## src/rtl/case4_pkg.sv

```systemverilog
// Shared types and constants for the case4 cover and its preimage enumerator.
package case4_pkg;

    localparam int unsigned CASE4_IN_W  = 7;
    localparam int unsigned CASE4_OUT_W = 3;
    localparam int unsigned CASE4_CNT_W = 8;

    localparam logic [CASE4_IN_W-1:0] CASE4_LAST_VEC = 7'h7F;

    typedef enum logic [1:0] {
        IDLE = 2'd0,
        SCAN = 2'd1,
        HOLD = 2'd2,
        DONE = 2'd3
    } state_e;

    // Image of one input vector, MSB first as {x,y,z}
    typedef struct packed {
        logic x;
        logic y;
        logic z;
    } case4_out_t;

endpackage

```

## src/rtl/case4_eval.sv

```systemverilog
// Combinational case4 cover: {a,b,c,d,e,f,g} -> {x,y,z}, a is the MSB.
module case4_eval
    import case4_pkg::*;
(
    input  logic [CASE4_IN_W-1:0] i_vec,
    output case4_out_t            o_img_c
);

    logic w_a, w_b, w_c, w_d, w_e, w_f, w_g;

    assign {w_a, w_b, w_c, w_d, w_e, w_f, w_g} = i_vec;

    assign o_img_c.x = w_a & w_b & w_e;
    assign o_img_c.y = ~(w_b & w_d & w_e);
    assign o_img_c.z = ~(w_c & w_d & w_e & w_f & w_g);

endmodule

```

## src/rtl/case4_preimage_enum.sv

```systemverilog
// Walks all 128 case4 input vectors and streams those whose image equals the target.
// Define CASE4_PREIMAGE_COUNT_EN to build the match_count register.
module case4_preimage_enum
    import case4_pkg::*;
(
    input  logic                   clk,
    input  logic                   rst,
    input  logic                   start,
    input  logic [CASE4_OUT_W-1:0] target,
    output logic                   out_valid,
    input  logic                   out_ready,
    output logic [CASE4_IN_W-1:0]  out_vec,
    output logic                   busy,
    output logic                   done,
    output logic [CASE4_CNT_W-1:0] match_count
);

    state_e                 r_state, w_state_nxt;
    logic [CASE4_IN_W-1:0]  r_vec, w_vec_nxt;
    logic [CASE4_OUT_W-1:0] r_target, w_target_nxt;
    logic                   r_out_valid, w_out_valid_nxt;
    logic [CASE4_IN_W-1:0]  r_out_vec, w_out_vec_nxt;
    logic                   r_busy, w_busy_nxt;
    logic                   r_done, w_done_nxt;
    case4_out_t             w_img_c;
    logic                   w_match;
    logic                   w_last;

`ifdef CASE4_PREIMAGE_COUNT_EN
    logic [CASE4_CNT_W-1:0] r_match_count, w_match_count_nxt;
`endif

    case4_eval u_eval (
        .i_vec   (r_vec),
        .o_img_c (w_img_c)
    );

    assign w_match = (CASE4_OUT_W'(w_img_c) == r_target);
    assign w_last  = (r_vec == CASE4_LAST_VEC);

    // Next-state and next-register values; busy/done follow the next state
    always_comb begin
        w_state_nxt     = r_state;
        w_vec_nxt       = r_vec;
        w_target_nxt    = r_target;
        w_out_valid_nxt = r_out_valid;
        w_out_vec_nxt   = r_out_vec;
`ifdef CASE4_PREIMAGE_COUNT_EN
        w_match_count_nxt = r_match_count;
`endif
        unique case (r_state)
            IDLE: begin
                if (start) begin
                    w_target_nxt = target;
                    w_vec_nxt    = '0;
`ifdef CASE4_PREIMAGE_COUNT_EN
                    w_match_count_nxt = '0;
`endif
                    w_state_nxt  = SCAN;
                end
            end
            SCAN: begin
                if (w_match) begin
                    w_out_vec_nxt   = r_vec;
                    w_out_valid_nxt = 1'b1;
`ifdef CASE4_PREIMAGE_COUNT_EN
                    w_match_count_nxt = r_match_count + CASE4_CNT_W'(1);
`endif
                    w_state_nxt     = HOLD;
                end else if (w_last) begin
                    w_state_nxt = DONE;
                end else begin
                    w_vec_nxt = r_vec + CASE4_IN_W'(1);
                end
            end
            HOLD: begin
                if (out_ready) begin
                    w_out_valid_nxt = 1'b0;
                    if (w_last) begin
                        w_state_nxt = DONE;
                    end else begin
                        w_vec_nxt   = r_vec + CASE4_IN_W'(1);
                        w_state_nxt = SCAN;
                    end
                end
            end
            DONE: begin
                w_state_nxt = IDLE;
            end
            default: begin
                w_state_nxt = IDLE;
            end
        endcase
        w_busy_nxt = (w_state_nxt != IDLE);
        w_done_nxt = (w_state_nxt == DONE);
    end

    always_ff @(posedge clk) begin
        if (rst) begin
            r_state     <= IDLE;
            r_vec       <= '0;
            r_target    <= '0;
            r_out_valid <= 1'b0;
            r_out_vec   <= '0;
            r_busy      <= 1'b0;
            r_done      <= 1'b0;
        end else begin
            r_state     <= w_state_nxt;
            r_vec       <= w_vec_nxt;
            r_target    <= w_target_nxt;
            r_out_valid <= w_out_valid_nxt;
            r_out_vec   <= w_out_vec_nxt;
            r_busy      <= w_busy_nxt;
            r_done      <= w_done_nxt;
        end
    end

`ifdef CASE4_PREIMAGE_COUNT_EN
    always_ff @(posedge clk) begin
        if (rst) begin
            r_match_count <= '0;
        end else begin
            r_match_count <= w_match_count_nxt;
        end
    end

    assign match_count = r_match_count;
`else
    assign match_count = CASE4_CNT_W'(0);
`endif

    assign out_valid = r_out_valid;
    assign out_vec   = r_out_vec;
    assign busy      = r_busy;
    assign done      = r_done;

endmodule

```

## config.mk

```make
export PLATFORM = sky130hd
export DESIGN_NAME = case4_preimage_enum
export DESIGN_NICKNAME = d
export VERILOG_FILES = /design/src/rtl/case4_pkg.sv /design/src/rtl/case4_eval.sv /design/src/rtl/case4_preimage_enum.sv
export SDC_FILE = /design/constraint.sdc
export NUM_CORES = 1
export LEC_CHECK = 0
export CAP_MARGIN = 40
export CORE_ASPECT_RATIO = 2
export CORE_MARGIN = 2
export CORE_UTILIZATION = 50
export CTS_CLUSTER_SIZE = 10
export DETAILED_ROUTE_END_ITERATION = 8
export PLACE_DENSITY_LB_ADDON = 0.12
export SLEW_MARGIN = 10
export SYNTH_ARGS = -nofsm -noshare
export SYNTH_HDL_FRONTEND = slang
export SYNTH_SLANG_ARGS = --single-unit
```

## constraint.sdc

```tcl
create_clock -name clk -period 3.55 [get_ports clk]
set_input_delay 0.71 -clock clk [delete_from_list [all_inputs] [get_ports clk]]
set_output_delay 0.71 -clock clk [all_outputs]
set_load 0.05 [all_outputs]
```

==> results of run 1 <==
[flip-flops by register name, summed over array words and instances (netlist names)]
signal     flops
r_target       3
r_state        2
out_valid      1
r_vec          7
out_vec        7
busy           1
done           1
[worst max-delay path: cells and delay by family]
family | cells | cell delay (ns)
compound gates | 2 | 0.82
buf+inv | 2 | 0.67
simple gates | 2 | 0.41
[stage by stage]
stage                     instance area, sq um   util
after floorplan                           1350      -
final                                     1500  0.593
after detailed placement                  1450  0.571
after global routing                      1500  0.593
after global placement                    1450  0.571
after CTS                                 1500  0.593
[path summary, 6_finish.rpt]
path,end,slack [ns],cells after the start
hold reg to reg,out_vec[3],0.46,2
setup reg to reg,r_vec[2],1.36,6
hold / removal,out_vec[3],0.46,2
setup / recovery,r_vec[2],1.09,6
[routing by layer]
layer	track usage	vias to the layer above	wire, um
met4	0.133	0	154
met1	0.262	537	1220
met3	0.0260	15	105
met5	0	-	0
met2	0.365	35	1630
li1	-	583	-
[cell families after synthesis]
group,Yosys count,synth area share
xor+xnor,1,0.00662
buf+inv,27,0.114
fa+ha+maj,6,0.0568
flops,22,0.333
other cells,1,0.00284
simple gates,53,0.198
compound gates,48,0.289
[Yosys cell counts (2+ instances only)]
master    count
ha_1          6
o21ai_1       3
a221oi_2      2
o21a_1        2
nand4b_1      2
nor2b_1       2
nor3_1        4
a21oi_1      13
or3_1         2
nand2_1      22
o41ai_1       2
clkbuf_1      3
and3_1        4
inv_1        10
o21ai_0       8
a211oi_1      2
nand3_1       8
a311o_1       2
buf_6         2
nor2_1        3
a311oi_2      2
buf_4         9
dfxtp_1      22
[power groups by stage]
stage | Clock [mW] | Combinational [mW] | Sequential, mW
3_3_place_gp | 0 | 0.401 | 0.318
2_1_floorplan | 0 | 0.298 | 0.340
4_1_cts | 0.183 | 0.411 | 0.314
5_1_grt | 0.196 | 0.450 | 0.319
6_report | 0.179 | 0.414 | 0.316
3_5_place_dp | 0 | 0.410 | 0.320
[cell usage in the layout, fill, tap and decap left out, types with 2 or more instances in the layout]
cell type	count
nor3_1	4
o21ai_0	8
ha_1	6
o21a_1	2
inv_1	10
a311o_1	2
nand3_1	8
a221oi_2	2
nor2_1	3
a21oi_1	13
clkbuf_8	4
nand2_1	22
dfxtp_1	22
or3_1	2
clkdlybuf4s50_1	16
a211oi_1	2
and3_1	4
buf_4	2
o41ai_1	2
a311oi_2	2
nand4b_1	2
conb_1	8
nor2b_1	2
o21ai_1	3
[area by class of cell]
cell class | count | area (sq um)
Timing Repair Buffer | 18 | 175
Multi-Input combinational cell | 116 | 757
Fill cell | 231 | 1030
Inverter | 11 | 41.3
Tap cell | 28 | 35.0
Clock buffer | 4 | 55.1
Sequential cell | 22 | 440
==> results.md, run 1 <==
- Outcome: completed
- ANT cells: 0
- Syn. warnings: 0
- Critical path required time: about 3.7 ns
- Clk Latency, worst-skew pair: 0.26 ns
- Initial Util: 0.521
- Worst Hold Margin: 0.462 ns
- Slowest stage delay, CP: 0.59 ns
- RSZ-0062 raised after global routing: no
- Cell area power density: 604 nW/um^2
- 1st-iter DRT viols: 46
- Vias in the first global route: 1119
- Initial antenna violation count: 0
- Mapped Area: 1320 sq um
- H-Tree Depth: 1
- GRT Util Overall: 0.226
- CTS Buf Count: 3
- Cell-by-cell trace of the critical path: clkdlybuf4s50_1 -> inv_1 -> a221oi_2 -> and3_1 -> nand2_1 -> o41ai_1
- Slowest cell on the critical path: clkdlybuf4s50_1
- Leak: 0.520 nW
- Flops & latches, synth: 22
- Yosys top cell area share: 0.333
- Chip width: 40.4 um
- Slew Limit Fails: 0
- Syn Inst Count: 158
- Remaining Overflow, GRT: 0
- Setup crit start: start
- Non-filler instance count after layout: 199
- Post-DP HPWL: 2.36 mm
- IO Port Bufs: 16
- WL final: a little over 3 mm
- Final setup vio count: 0
- Crit-path max FO: 9
- Full die area: about 3100 sq um
- Startpoint Class: input port
- DRC viols: 0
- Combinational Power Share: 0.455
- Nets: 185
- Post-CTS setup buffers: 0
- Peak VDD IR: 294 uV
- Cell row count: 26
- Clk_skew: 0.000830 ns
- Seq/Total Area, Yosys: 0.333
- Setup ws final: 1.09 ns
- Rel. slew slack: 0.536
- First-pass GRT wire length: 5.02 mm
- Power after layout: about 910 uW
- R2r startpoint: r_state[0]
- Hold Crit Class: reg -> reg
- Commonest register cell after synthesis: dfxtp_1
- DR vias/cell: 5.88
- Resize count post-CTS: 0
- 1st-pass router iterations: 4
- Placer Congestion: 0.927
- Setup crit end kind: flop
- Clock sinks: 22
- Pin slew with the least headroom to its limit: between 0.6 and 0.7 ns
- Die height: 76.7 um
- Placed cell count: 195
- Critical path type: in -> reg
- Syn Area/Cell: 8.37 sq um
- IO Pins: 25
- Vias after detailed routing: 1170
- Max-cap viol count: 0
- Layout area overhead: 13.7%
- Hold Vio Cnt, Final: 0
- P_int: around 530 uW
- Layout cell share with drive strength beyond 1: 0.0994
- Synth unique cells: between 40 and 50
- Reg clk slew, reported paths: 0.08 ns
- EDFF count, synth: 0
- Largest area contributor in the netlist: dfxtp_1
- Fin Setup TNS: 0 ns
- Post-DRT Antenna Nets: 0
- HP Start: out_vec[3]
- Synth async-reset ratio: 0
- FMAX: 406 MHz
- Final worst path period need: roughly 2.5 ns
- Sw Pwr: 383 uW
- CP Data Arrival Time: 2.62 ns
- Clock Tree Root: clkbuf_8
- Drt wl/cell: 15.6 um
- Largest net degree at the start of global routing: 18
- Period utilisation layout: 0.694
- Clock Power Share: 0.197
- Net Sw Frac: 0.421
- Core area: about 2500 sq um
- Dpl ws: 0.848 ns
- Clk buf depth: 2
- CTS tree: done
- Synth top area cells: dfxtp_1 33%, nand2_1 6.2%, ha_1 5.7%, buf_4 5.1%, a21oi_1 4.9%
- Sequential Power Share: 0.347
- CTS Hold Bufs: 0
(Power assumes the default switching activity.)
==> run 2: changes to the inputs <==
Clock period 3.55 ns to 2.6 ns, I/O delays scaled along.
==> run 2 against run 1 <==
  * Design area rose by 0.58%
  * Largest cell class unchanged
  * Clock power rose by 18%
  * Hold slack got worse by 0.00084 ns
  * Non-clock buffer count rose by 3
  * Combinational power rose by 40%
  * Largest power group unchanged
  * Die area did not move
  * Critical endpoint is now r_vec[5]
  * Worst setup slack got worse by 0.62 ns
  * Register-to-register slack got worse by 0.89 ns
  * Utilization rose by 0.35 points
  * Clock skew rose by 0.0014 ns
==> results.md, run 2 (same netlist as run 1, synthesis figures left out) <==
- Outcome: completed
- Chip width: between 40 and 50 um
- Final worst path period need: between 2 and 2.5 ns
- CTS Buf Count: 3
- Core Util, Final: 0.596
- Met3 GRT Util: 0.0231
- Layout area overhead: 14.4%
- Initial antenna violation count: 0
- WL final: 3.42 mm
- Max-cap viol count: 0
- Full die area: 3100 sq um
- First-pass GRT wire length: 5.36 mm
- Nets: 188
- Power after layout: 1.22 mW
- Top Usage Layer GRT: met2
- Most frequent cells in the layout: 22 x nand2_1, 22 x dfxtp_1, 16 x clkdlybuf4s50_1, 13 x a21oi_1, 10 x inv_1
- GRT met1 Usage: 0.256
- Startpoint Class: flop
- Placer Congestion: 0.980
- DRC viols: 0
- IO Pins: 25
- GRT Util Overall: 0.241
- Hold Crit Class: reg -> reg
- 1st-pass router iterations: 4
- 1st-iter DRT viols: 34
- CP Data Arrival Time: between 2 and 2.5 ns
- Rel. slew slack: 0.580
- Period utilisation layout: 0.820
- Final setup vio count: 0
- Layout cell share with drive strength beyond 1: 0.110
- Leak: approximately 0.53 nW
- Largest net degree at the start of global routing: 17
- Post-DRT Antenna Nets: 0
- H-Tree Depth: 1
- Placed Area: 1470 sq um
- Die height: 76.7 um
- Clock Tree Root: clkbuf_8
- Drt wl/cell: 17.0 um
- Clk Latency, worst-skew pair: 0.26 ns
- Hold Vio Cnt, Final: 0
- Setup crit end kind: flop
- RSZ-0062 raised after global routing: no
- Fin Setup TNS: 0 ns
- Post-CTS setup buffers: 0
- Post-route cell area: about 1500 sq um
- Cell area power density: between 800 and 900 nW/um^2
- Slew Limit Fails: 0
- Clk buf depth: 2
- Cell row count: 26
- M2 GR Usage: 0.421
- Peak VDD IR: about 480 uV
- Core area: about 2500 sq um
- CTS Hold Bufs: 0
- ANT cells: 0
- CTS tree: done
- Pin slew with the least headroom to its limit: roughly 0.63 ns
- Remaining Overflow, GRT: 0
- Worst Hold Margin: 0.461 ns
- Clk_skew: 0.00221 ns
- Critical path type: reg -> reg
- Resize count post-CTS: 0
- DR vias/cell: 6.09
- Crit-path max FO: 16
- IO Port Bufs: 16
- Initial Util: 0.521
- Reg clk slew, reported paths: 0.08 ns
- FMAX: approximately 470 MHz
- Vias after detailed routing: 1224
- Critical path required time: 2.76 ns
- Vias in the first global route: 1164
- Clock sinks: 22
- Post-DP HPWL: 2.66 mm
## run 2: critical path: stages, from the launching register on
cell     delay (ns)
dfxtp_1        0.50
nand2_1        0.13
or3_1          0.41
a221o_2        0.53
and3_1         0.21
o32ai_2        0.24
## run 2: layout make-up
| type | count | area (sq um) |
|---|---|---|
| Tap cell | 28 | 35.0 |
| Fill cell | 249 | 1020 |
| Multi-Input combinational cell | 116 | 757 |
| Sequential cell | 22 | 440 |
| Clock buffer | 3 | 41.3 |
| Inverter | 11 | 41.3 |
| Timing Repair Buffer | 21 | 198 |
## run 2: stage by stage
stage,instances,worst slack (ns)
global route,201,0.348
floorplan,165,0.790
detailed placement,198,0.351
global placement,198,0.469
finish,201,0.469
CTS,201,0.495
## run 2: path summary, 6_finish.rpt
check	end	startpoint	cells past startpoint	slack, ns
hold / removal	out_vec[5]	out_vec[5]	2	0.46
hold reg to reg	out_vec[5]	out_vec[5]	2	0.46
setup / recovery	r_vec[5]	r_vec[2]	5	0.47
setup reg to reg	r_vec[5]	r_vec[2]	5	0.47
## run 2: routing by layer
layer  part of all wire  vias up  wire (um)
met5                  0        -          0
met3              0.021       12         71
met2               0.56       30       1910
met1               0.38      595       1290
met4              0.045        0        153
li1                   -      587          -
## run 2: report_power, final
part           internal, mW  switching [mW]  total (mW)
registers             0.381          0.0496       0.431
clock network         0.103           0.108       0.211
logic                 0.212           0.366       0.578
total                 0.696           0.523        1.22
